File: config.mk
export PLATFORM = sky130hd
export DESIGN_NAME = vga_scanout
export DESIGN_NICKNAME = d
export VERILOG_FILES = /design/src/rtl/vga_scanout.sv
export SDC_FILE = /design/constraint.sdc
export NUM_CORES = 1
export LEC_CHECK = 0
export BUFFER_PORTS_ARGS = -buffer_cell sky130_fd_sc_hd__buf_2
export CORE_MARGIN = 5
export CORE_UTILIZATION = 45
export CTS_BUF_LIST = sky130_fd_sc_hd__clkbuf_8
export CTS_CLUSTER_DIAMETER = 40
export DETAILED_ROUTE_END_ITERATION = 6
export GPL_ROUTABILITY_DRIVEN = 0
export PLACE_DENSITY = 0.75
export SYNTH_ARGS = -nofsm -noshare
export SYNTH_HDL_FRONTEND = slang
export SYNTH_SLANG_ARGS = --single-unit
File: constraint.sdc
create_clock -name clk -period 5.5 [get_ports clk]
set_input_delay 1.1 -clock clk [delete_from_list [all_inputs] [get_ports clk]]
set_output_delay 1.1 -clock clk [all_outputs]
set_load 0.03 [all_outputs]
File: src/rtl/vga_scanout.sv
// vga_scanout: parametrised VGA timing generator with 1 bpp framebuffer scanout.
// Stage 0 holds the h/v timing counters and the fb_x/fb_y scaling counters,
// stage 1 registers the VRAM address and region/sync flags, and stage 2
// registers the final colour, data-enable and syncs. All state advances on
// timer_vga_tick only.
module vga_scanout #(
   parameter int          H_ACTIVE     = 640,
   parameter int          H_FP         = 16,
   parameter int          H_SYNC       = 96,
   parameter int          H_BP         = 48,
   parameter int          V_ACTIVE     = 480,
   parameter int          V_FP         = 10,
   parameter int          V_SYNC       = 2,
   parameter int          V_BP         = 33,
   parameter logic        HSYNC_POL    = 1'b0,
   parameter logic        VSYNC_POL    = 1'b0,
   parameter int          FB_W         = 64,
   parameter int          FB_H         = 32,
   parameter int          SCALE_X      = 10,
   parameter int          SCALE_Y      = 15,
   parameter int unsigned VRAM_BASE    = 32'h100,
   parameter int          ADDR_W       = 12
) (
   input  logic              clk,
   input  logic              reset_n,
   input  logic              timer_vga_tick,
   input  logic              enable,
   input  logic [11:0]       fg_color,
   input  logic [11:0]       bg_color,
   input  logic [11:0]       border_color,
   output logic [ADDR_W-1:0] memory_addr,
   input  logic [7:0]        memory_data,
   output logic [3:0]        vga_r,
   output logic [3:0]        vga_g,
   output logic [3:0]        vga_b,
   output logic              vga_hsync,
   output logic              vga_vsync,
   output logic              vga_de,
   output logic              vblank,
   output logic              frame_start
);

   localparam int H_TOTAL   = H_ACTIVE + H_FP + H_SYNC + H_BP;
   localparam int V_TOTAL   = V_ACTIVE + V_FP + V_SYNC + V_BP;
   localparam int HW        = $clog2(H_TOTAL);
   localparam int VW        = $clog2(V_TOTAL);
   localparam int IMG_W     = FB_W * SCALE_X;
   localparam int IMG_H     = FB_H * SCALE_Y;
   localparam int X0        = (H_ACTIVE - IMG_W) / 2;
   localparam int Y0        = (V_ACTIVE - IMG_H) / 2;
   localparam int FXW       = $clog2(FB_W + 1);
   localparam int FYW       = $clog2(FB_H + 1);
   localparam int SXW       = (SCALE_X > 1) ? $clog2(SCALE_X) : 1;
   localparam int SYW       = (SCALE_Y > 1) ? $clog2(SCALE_Y) : 1;
   localparam int ROW_BYTES = FB_W / 8;

   localparam logic [HW-1:0]  L_H_LAST  = HW'(H_TOTAL - 1);
   localparam logic [VW-1:0]  L_V_LAST  = VW'(V_TOTAL - 1);
   localparam logic [HW-1:0]  L_H_ACT   = HW'(H_ACTIVE);
   localparam logic [VW-1:0]  L_V_ACT   = VW'(V_ACTIVE);
   localparam logic [HW-1:0]  L_X0      = HW'(X0);
   localparam logic [VW-1:0]  L_Y0      = VW'(Y0);
   localparam logic [HW-1:0]  L_X0_M1   = HW'((X0 > 0) ? X0 - 1 : 0);
   localparam logic [VW-1:0]  L_Y0_M1   = VW'((Y0 > 0) ? Y0 - 1 : 0);
   localparam logic [HW-1:0]  L_IMG_W   = HW'(IMG_W);
   localparam logic [VW-1:0]  L_IMG_H   = VW'(IMG_H);
   localparam logic [HW-1:0]  L_HS0     = HW'(H_ACTIVE + H_FP);
   localparam logic [HW-1:0]  L_HSW     = HW'(H_SYNC);
   localparam logic [VW-1:0]  L_VS0     = VW'(V_ACTIVE + V_FP);
   localparam logic [VW-1:0]  L_VSW     = VW'(V_SYNC);
   localparam logic [SXW-1:0] L_SX_LAST = SXW'(SCALE_X - 1);
   localparam logic [SYW-1:0] L_SY_LAST = SYW'(SCALE_Y - 1);

   generate
      if (IMG_W > H_ACTIVE || IMG_H > V_ACTIVE) begin : g_size_check
         $error("vga_scanout: scaled framebuffer does not fit the active area");
      end
   endgenerate

   // stage 0 state
   logic [HW-1:0]  r_h;
   logic [VW-1:0]  r_v;
   logic [SXW-1:0] r_xsub;
   logic [SYW-1:0] r_ysub;
   logic [FXW-1:0] r_fbx;
   logic [FYW-1:0] r_fby;

   // stage 1 state
   logic           r1_active;
   logic           r1_in_img;
   logic           r1_hs;
   logic           r1_vs;
   logic [2:0]     r1_bit;

   logic              w_h_wrap;
   logic              w_v_wrap;
   logic [HW-1:0]     w_hx;
   logic [VW-1:0]     w_vy;
   logic              w_in_x;
   logic              w_in_y;
   logic              w_in_img;
   logic              w_active;
   logic              w_hs_raw;
   logic              w_vs_raw;
   logic              w_x_clr;
   logic              w_y_clr;
   logic [ADDR_W-1:0] w_addr;
   logic              w_pixel;
   logic [11:0]       w_color;

   assign w_h_wrap = (r_h == L_H_LAST);
   assign w_v_wrap = (r_v == L_V_LAST);

   // Window tests use a wrapping subtract so a zero origin needs no special case.
   assign w_hx     = r_h - L_X0;
   assign w_vy     = r_v - L_Y0;
   assign w_in_x   = (w_hx < L_IMG_W);
   assign w_in_y   = (w_vy < L_IMG_H);
   assign w_in_img = w_in_x & w_in_y;
   assign w_active = (r_h < L_H_ACT) & (r_v < L_V_ACT);
   assign w_hs_raw = ((r_h - L_HS0) < L_HSW);
   assign w_vs_raw = ((r_v - L_VS0) < L_VSW);

   // Scaling counters are cleared on the tick that moves stage 0 onto the window origin.
   assign w_x_clr  = (X0 > 0) ? (r_h == L_X0_M1) : w_h_wrap;
   assign w_y_clr  = (Y0 > 0) ? (r_v == L_Y0_M1) : w_v_wrap;

   assign w_addr   = ADDR_W'(VRAM_BASE) + ADDR_W'(r_fby * ROW_BYTES) + ADDR_W'(r_fbx >> 3);

   assign vblank      = (r_v >= L_V_ACT);
   assign frame_start = reset_n & timer_vga_tick & (r_h == '0) & (r_v == '0);

   // Stage 0: timing counters and integer upscale counters.
   always_ff @(posedge clk or negedge reset_n) begin
      if (!reset_n) begin
         r_h    <= '0;
         r_v    <= '0;
         r_xsub <= '0;
         r_ysub <= '0;
         r_fbx  <= '0;
         r_fby  <= '0;
      end else if (timer_vga_tick) begin
         r_h <= w_h_wrap ? '0 : r_h + HW'(1);
         if (w_h_wrap) begin
            r_v <= w_v_wrap ? '0 : r_v + VW'(1);
         end

         if (w_x_clr) begin
            r_xsub <= '0;
            r_fbx  <= '0;
         end else if (w_in_x) begin
            if (r_xsub == L_SX_LAST) begin
               r_xsub <= '0;
               r_fbx  <= r_fbx + FXW'(1);
            end else begin
               r_xsub <= r_xsub + SXW'(1);
            end
         end

         if (w_h_wrap) begin
            if (w_y_clr) begin
               r_ysub <= '0;
               r_fby  <= '0;
            end else if (w_in_y) begin
               if (r_ysub == L_SY_LAST) begin
                  r_ysub <= '0;
                  r_fby  <= r_fby + FYW'(1);
               end else begin
                  r_ysub <= r_ysub + SYW'(1);
               end
            end
         end
      end
   end

   // Stage 1: VRAM address, bit index, region flags and raw syncs.
   always_ff @(posedge clk or negedge reset_n) begin
      if (!reset_n) begin
         memory_addr <= ADDR_W'(VRAM_BASE);
         r1_bit      <= '0;
         r1_active   <= 1'b0;
         r1_in_img   <= 1'b0;
         r1_hs       <= 1'b0;
         r1_vs       <= 1'b0;
      end else if (timer_vga_tick) begin
         if (w_in_img) begin
            memory_addr <= w_addr;
         end
         r1_bit    <= 3'd7 - r_fbx[2:0];
         r1_active <= w_active;
         r1_in_img <= w_in_img;
         r1_hs     <= w_hs_raw;
         r1_vs     <= w_vs_raw;
      end
   end

   assign w_pixel = memory_data[r1_bit];

   // Colour select for the pixel leaving stage 1.
   always_comb begin
      w_color = '0;
      if (enable && r1_active) begin
         if (r1_in_img) begin
            w_color = w_pixel ? fg_color : bg_color;
         end else begin
            w_color = border_color;
         end
      end
   end

   // Stage 2: output registers; syncs ignore enable.
   always_ff @(posedge clk or negedge reset_n) begin
      if (!reset_n) begin
         {vga_r, vga_g, vga_b} <= '0;
         vga_de                <= 1'b0;
         vga_hsync             <= ~HSYNC_POL;
         vga_vsync             <= ~VSYNC_POL;
      end else if (timer_vga_tick) begin
         {vga_r, vga_g, vga_b} <= w_color;
         vga_de                <= r1_active & enable;
         vga_hsync             <= r1_hs ^ ~HSYNC_POL;
         vga_vsync             <= r1_vs ^ ~VSYNC_POL;
      end
   end

endmodule

==> impl_metrics.toml, run 1 <==
[run_status]
status = "finished, final reports clean"

[detailed_routing]
wl_microns = 8136
ant_nets = 0
dr.pass1.iters = 4
drc = 0
avgViaCountPerCell = 5.687
vias = 3071
drt_iter0_markers = 199
wire_per_inst_microns = 15.07

[setup_path]
cp_slowest_cell = "dfrtp_1"
reg2reg_depth = 6
critPathLaunchType = "flip-flop"
slowest_delay_ps = 430
crit_path_max_fanout = 4
cp.required_ps = 4400
end_kind = "output pin"
crit_chain = "inv_1, ha_1, nor4b_1, nand4_1, nor4_1, buf_2"
arrival_ps = 2260
setup.worst_path.class = "flip-flop to output pin"

[clock_network]
cts_made_buffers = 9
clk_pin_slew_ps = 90
cts_htree_levels = 3
ctsHoldBuffers = 0
clk_latency_ps = 360
cts_tree = "yes"
postCtsSetupBuffers = 0
cts_resized = 0
cts.sinks = 72
clk_path_buf_depth = 2
cts-root-buf = "clkbuf_8"

[synth]
synth_compound_area_frac = 0.1593
yosys_warnings = 0
yosys.area.top_type = "dfrtp_1"
synth_cell_types = 55
synth_ff_type = "dfrtp_1"
synth_seq_cells = 72
synth_common_cells = "dfrtp_1 (69), o21ai_0 (32), nand3_1 (21)"
syn_inst = 374
synth_top_family_by_area = "compound AO/OA/AOI/OAI gates"
synth-xor-area-share = 0.03142
syn_area_sq_um = 3902
synth_edf_count = 0
muxShareOfSynthArea = 0.08208
synth.avg_cell_area_sq_um = 10.43
async_flop_share = 1.000
synth_top_area_frac = 0.4424
synth-seq-area-share = 0.4626
yosysMostFrequentCell = "dfrtp_1"
yosys.area_share.simple = 0.1565
yosys.area_share.adder = 0.05771
synthTopCellsByArea = "dfrtp_1 (44%), ha_1 (5.8%), mux2i_1 (4.1%), o21ai_0 (4.1%), o2bb2ai_1 (2.9%)"

[sta]
rsz0062_at_grt = "false"
fin_crit_sh = 0.6117
slew_headroom = 0.3178
max_freq_mhz = 297.2
hold_viol = 0
fin_ws_ps = 2136
clock_skew_ps = 12.44
worst_slew_pin_slew_ps = 1022
tns_ps = 0
setup_violations = 0
min_period_ps = 3364
maxSlewViolCount = 0

[floorplan]
core_area_sq_um = 8593
fp.dieH_microns = 103.1
fp.dieArea_sq_um = 10630
die-width_microns = 103.1
num_rows = 34
initial_core_util = 0.4541
ios = 77

[layout]
fin_nets = 493
area_growth_pct = 14.08
antenna_cells = 0
finalNonFillerCells = 540
num-fill-cells = 775
drive_above_1_share = 0.2338

[place]
dp.cells = 524
io_buffers = 62
place_ws_ps = 2326
dp_hpwl_microns = 5795

[grt]
grt_max_degree = 73
globalRouteTotalUtil = 0.1620
first_global_vias = 2976
grt_pass1_wl_microns = 13880
overflow = 0
antenna_found_initial = 0

[power_and_ir_drop]
leakage_nw = 2.050
ir_drop_mv = 0.1729
p_per_area_nw_per_um2 = 345.1

[job]
drv_cap = 0

[hold_path]
hold_path_class = "flip-flop to flip-flop"
worstHoldPathCells = 2
[power by group]
| group | switching (mW) | total, mW | internal (mW) | leakage, nW |
|---|---|---|---|---|
| Clock | 0.220 | 0.448 | 0.228 | 0.104 |
| Combinational | 0.214 | 0.386 | 0.172 | 1.03 |
| Sequential | 0.0931 | 0.702 | 0.609 | 0.921 |
| Total | 0.527 | 1.54 | 1.01 | 2.05 |
[path summary, 6_finish.rpt]
kind	from	end	slack, ps
hold reg to reg	memory_addr[5]	memory_addr[5]	480
hold / removal	memory_addr[5]	memory_addr[5]	480
setup reg to reg	r_h[5]	r_ysub[0]	2920
min in group asynchronous	reset_n	r_h[5]	970
max in group asynchronous	reset_n	r1_bit[1]	3940
setup / recovery	r_v[1]	frame_start	2140
[critical path, delay by kind of cell, from the launching register on]
| family | cells | cell delay [ps] |
|---|---|---|
| and+or+nand+nor | 3 | 940 |
| DFF | 1 | 430 |
| buffers and inverters | 2 | 380 |
| adders and majority gates | 1 | 140 |
[kinds of logic (layout without fill, tap and decap cells)]
group                    after synthesis  count (layout)
other                                  1               2
buffers and inverters                 42              99
multiplexers                          28              28
adder cells (fa/ha/maj)               18              18
AO/OA/AOI/OAI                         88              88
flip-flops                            72              72
XOR/XNOR                              14              14
AND/OR/NAND/NOR                      111             111
[sequential cells by signal, summed over array words and instances (netlist names)]
register	count
memory_addr	10
r1_bit	3
r1_hs	1
r1_in_img	1
r1_vs	1
r_fbx	7
r_fby	6
r_h	10
r_v	10
r_xsub	4
r_ysub	4
vga_b	4
vga_de	1
vga_g	4
vga_hsync	1
vga_r	4
vga_vsync	1
[metal layers]
layer	up-vias	wire length [microns]	global-route usage
met5	-	0	0
met4	0	91	0.05677
met3	10	379	0.02977
met2	68	3999	0.2694
met1	1508	3666	0.2126
li1	1485	-	-
[area by class of cell]
class	instances	area [sq um]	area share
clock buffers	10	137.6	0.03092
clock inverters	6	72.57	0.01630
inverters	20	75.07	0.01686
multi-input cells	261	1908	0.4286
flip-flops and latches	72	1805	0.4056
well taps	108	135.1	0.03035
repair buffers	63	317.8	0.07139
[layout by cell type, fill, tap and decap left out, types with 8 or more instances in the layout]
cell       instances
a21oi_1           12
a22o_1            11
and3_1             8
buf_2             62
clkbuf_8          10
dfrtp_1           69
ha_1              18
inv_1             19
mux2_2             9
mux2i_1           16
nand2_1           20
nand3_1           21
nand4_1            9
nor2_1            17
o21ai_0           32
o2bb2ai_1         13
xnor2_1           10
[stage by stage]
stage	area (sq um)	hold slack (ps)	total power [mW]	util
finish	4452	482.1	1.536	0.5181
global placement	4242	461.1	1.080	0.4936
detailed placement	4242	466.2	1.100	0.4936
floorplan	3906	484.4	0.9970	-
CTS	4452	483.7	1.546	0.5181
global route	4452	507.2	1.636	0.5181
Note: power is estimated with default switching activity, not from simulation.
==> inputs of run 2 (changes only) <==
- clock period: 5.5 -> 3.3 ns (I/O delays scaled with it)
==> run 2 against run 1 <==
  * Global-route usage shrank 0.067 points
  * Non-clock buffer count grew 4
  * First-iteration DRC count grew 33%
  * Sequential share of layout area down 0.24 points
  * Clock-buffer cell count unchanged
  * Largest power group unchanged
  * Critical endpoint unchanged
  * Core utilization grew 0.31 points
  * Final cell count up 0.74%
  * Power is 65% higher
  * Combinational power increased by 68%
==> impl_metrics.toml, run 2 (synthesis gave the netlist of run 1 again) <==
[run_status]
status = "finished, final reports clean"

[grt]
overflow = 0
globalRouteTotalUtil = 0.1613
first_global_vias = 2955
grt_max_degree = 73
antenna_found_initial = 0
grt_pass1_wl_microns = 13760

[clock_network]
cts_htree_levels = 3
clk_latency_ps = 340
clk_path_buf_depth = 2
postCtsSetupBuffers = 0
cts.sinks = 72
cts_made_buffers = 9
cts_tree = "yes"
ctsHoldBuffers = 0
clk_pin_slew_ps = 80
cts-root-buf = "clkbuf_8"
cts_resized = 0

[floorplan]
fp.dieH_microns = 103.1
core_area_sq_um = 8593
die-width_microns = 103.1
ios = 77
initial_core_util = 0.4541
fp.dieArea_sq_um = 10630
num_rows = 34

[setup_path]
crit_path_max_fanout = 4
reg2reg_depth = 7
setup.worst_path.class = "flip-flop to output pin"
crit_start = "r_v[1]"
ff2ff_setup_slack_ps = 980
cp.required_ps = 2640
critPathLaunchType = "flip-flop"
r2r-start = "r_h[5]"
end_kind = "output pin"
arrival_ps = 2160
timing.rr.end = "r_v[9]"
crit_end = "frame_start"

[sta]
maxSlewViolCount = 0
hold_viol = 0
slew_headroom = 0.3856
tns_ps = 0
setup_violations = 0
clock_skew_ps = 6.903
max_freq_mhz = 354.1
rsz0062_at_grt = "false"
worst_slew_pin_slew_ps = 921.6
min_period_ps = 2824
fin_crit_sh = 0.8557

[hold_path]
hold_path_class = "flip-flop to flip-flop"

[place]
io_buffers = 62
dp_hpwl_microns = 5895

[layout]
final_common_cell = "dfrtp_1"
drive_above_1_share = 0.2408
layout_common_cells = "dfrtp_1 (69), buf_2 (62), o21ai_0 (32)"
top_regs = "memory_addr (10), r_h (10), r_v (10)"
area_growth_pct = 14.75
multi_input_area_sq_um = 1908
fin_nets = 497
num-fill-cells = 754
antenna_cells = 0
seqCellArea_sq_um = 1805
final_util = 0.5211

[power_and_ir_drop]
ir_drop_mv = 0.2601
p_per_area_nw_per_um2 = 567.6
leakage_nw = 2.068

[detailed_routing]
ant_nets = 0
avgViaCountPerCell = 5.564
drt_iter0_markers = 265
drc = 0
vias = 3027
dr.pass1.iters = 4
wl_microns = 8269
wire_per_inst_microns = 15.20

[job]
drv_cap = 0
run 2: area by class of cell:
type / instances / share of cell area
repair buffers: 67 / 0.07768
flip-flops and latches: 72 / 0.4032
multi-input cells: 261 / 0.4261
clock inverters: 6 / 0.01537
well taps: 108 / 0.03018
clock buffers: 10 / 0.03073
inverters: 20 / 0.01676
run 2: worst min path at each step:
| stage | cells past startpoint | start | slack (ps) | to |
|---|---|---|---|---|
| after detailed placement | 1 | vga_r[3] | 470 | vga_r[3] |
| after global routing | 1 | vga_r[2] | 510 | vga_r[2] |
| final | 2 | memory_addr[8] | 480 | memory_addr[8] |
| after global placement | 2 | memory_addr[7] | 460 | memory_addr[7] |
| after floorplan | 0 | reset_n | 360 | memory_addr[0] |
| after CTS | 2 | memory_addr[8] | 480 | memory_addr[8] |
run 2: critical path, cell delays in order, from the launching register on:
cell and delay, ps:
dfrtp_1 420, inv_1 110, ha_1 150, nor4b_1 430
nand4_1 140, nor4_1 310, buf_2 250
run 2: per-layer routing:
metal	share of wire	GRT usage	up-vias	wire length [microns]
met5	0	0	-	0
met4	0.0083	0.03287	0	69
met3	0.044	0.04330	7	365
met2	0.50	0.2718	58	4132
met1	0.45	0.2098	1479	3702
li1	-	-	1483	-
run 2: stage by stage:
step | hold WS (ps) | instance area (sq um) | power (mW) | std cells | setup slack, ps
finish | 482.0 | 4478 | 2.542 | 544 | 476.3
detailed placement | 471.8 | 4272 | 1.844 | 528 | 833.6
floorplan | 364.4 | 3906 | 1.662 | 375 | 499.4
global route | 513.0 | 4478 | 2.700 | 544 | 136.7
CTS | 484.5 | 4478 | 2.562 | 544 | 442.5
global placement | 460.5 | 4272 | 1.809 | 528 | 843.8
run 2: where the power goes:
group | leakage [nW] | internal (mW) | switching [mW] | total [mW]
registers | 0.921 | 1.02 | 0.155 | 1.17
logic | 1.05 | 0.294 | 0.356 | 0.650
clock network | 0.102 | 0.372 | 0.349 | 0.722
total | 2.07 | 1.68 | 0.861 | 2.54
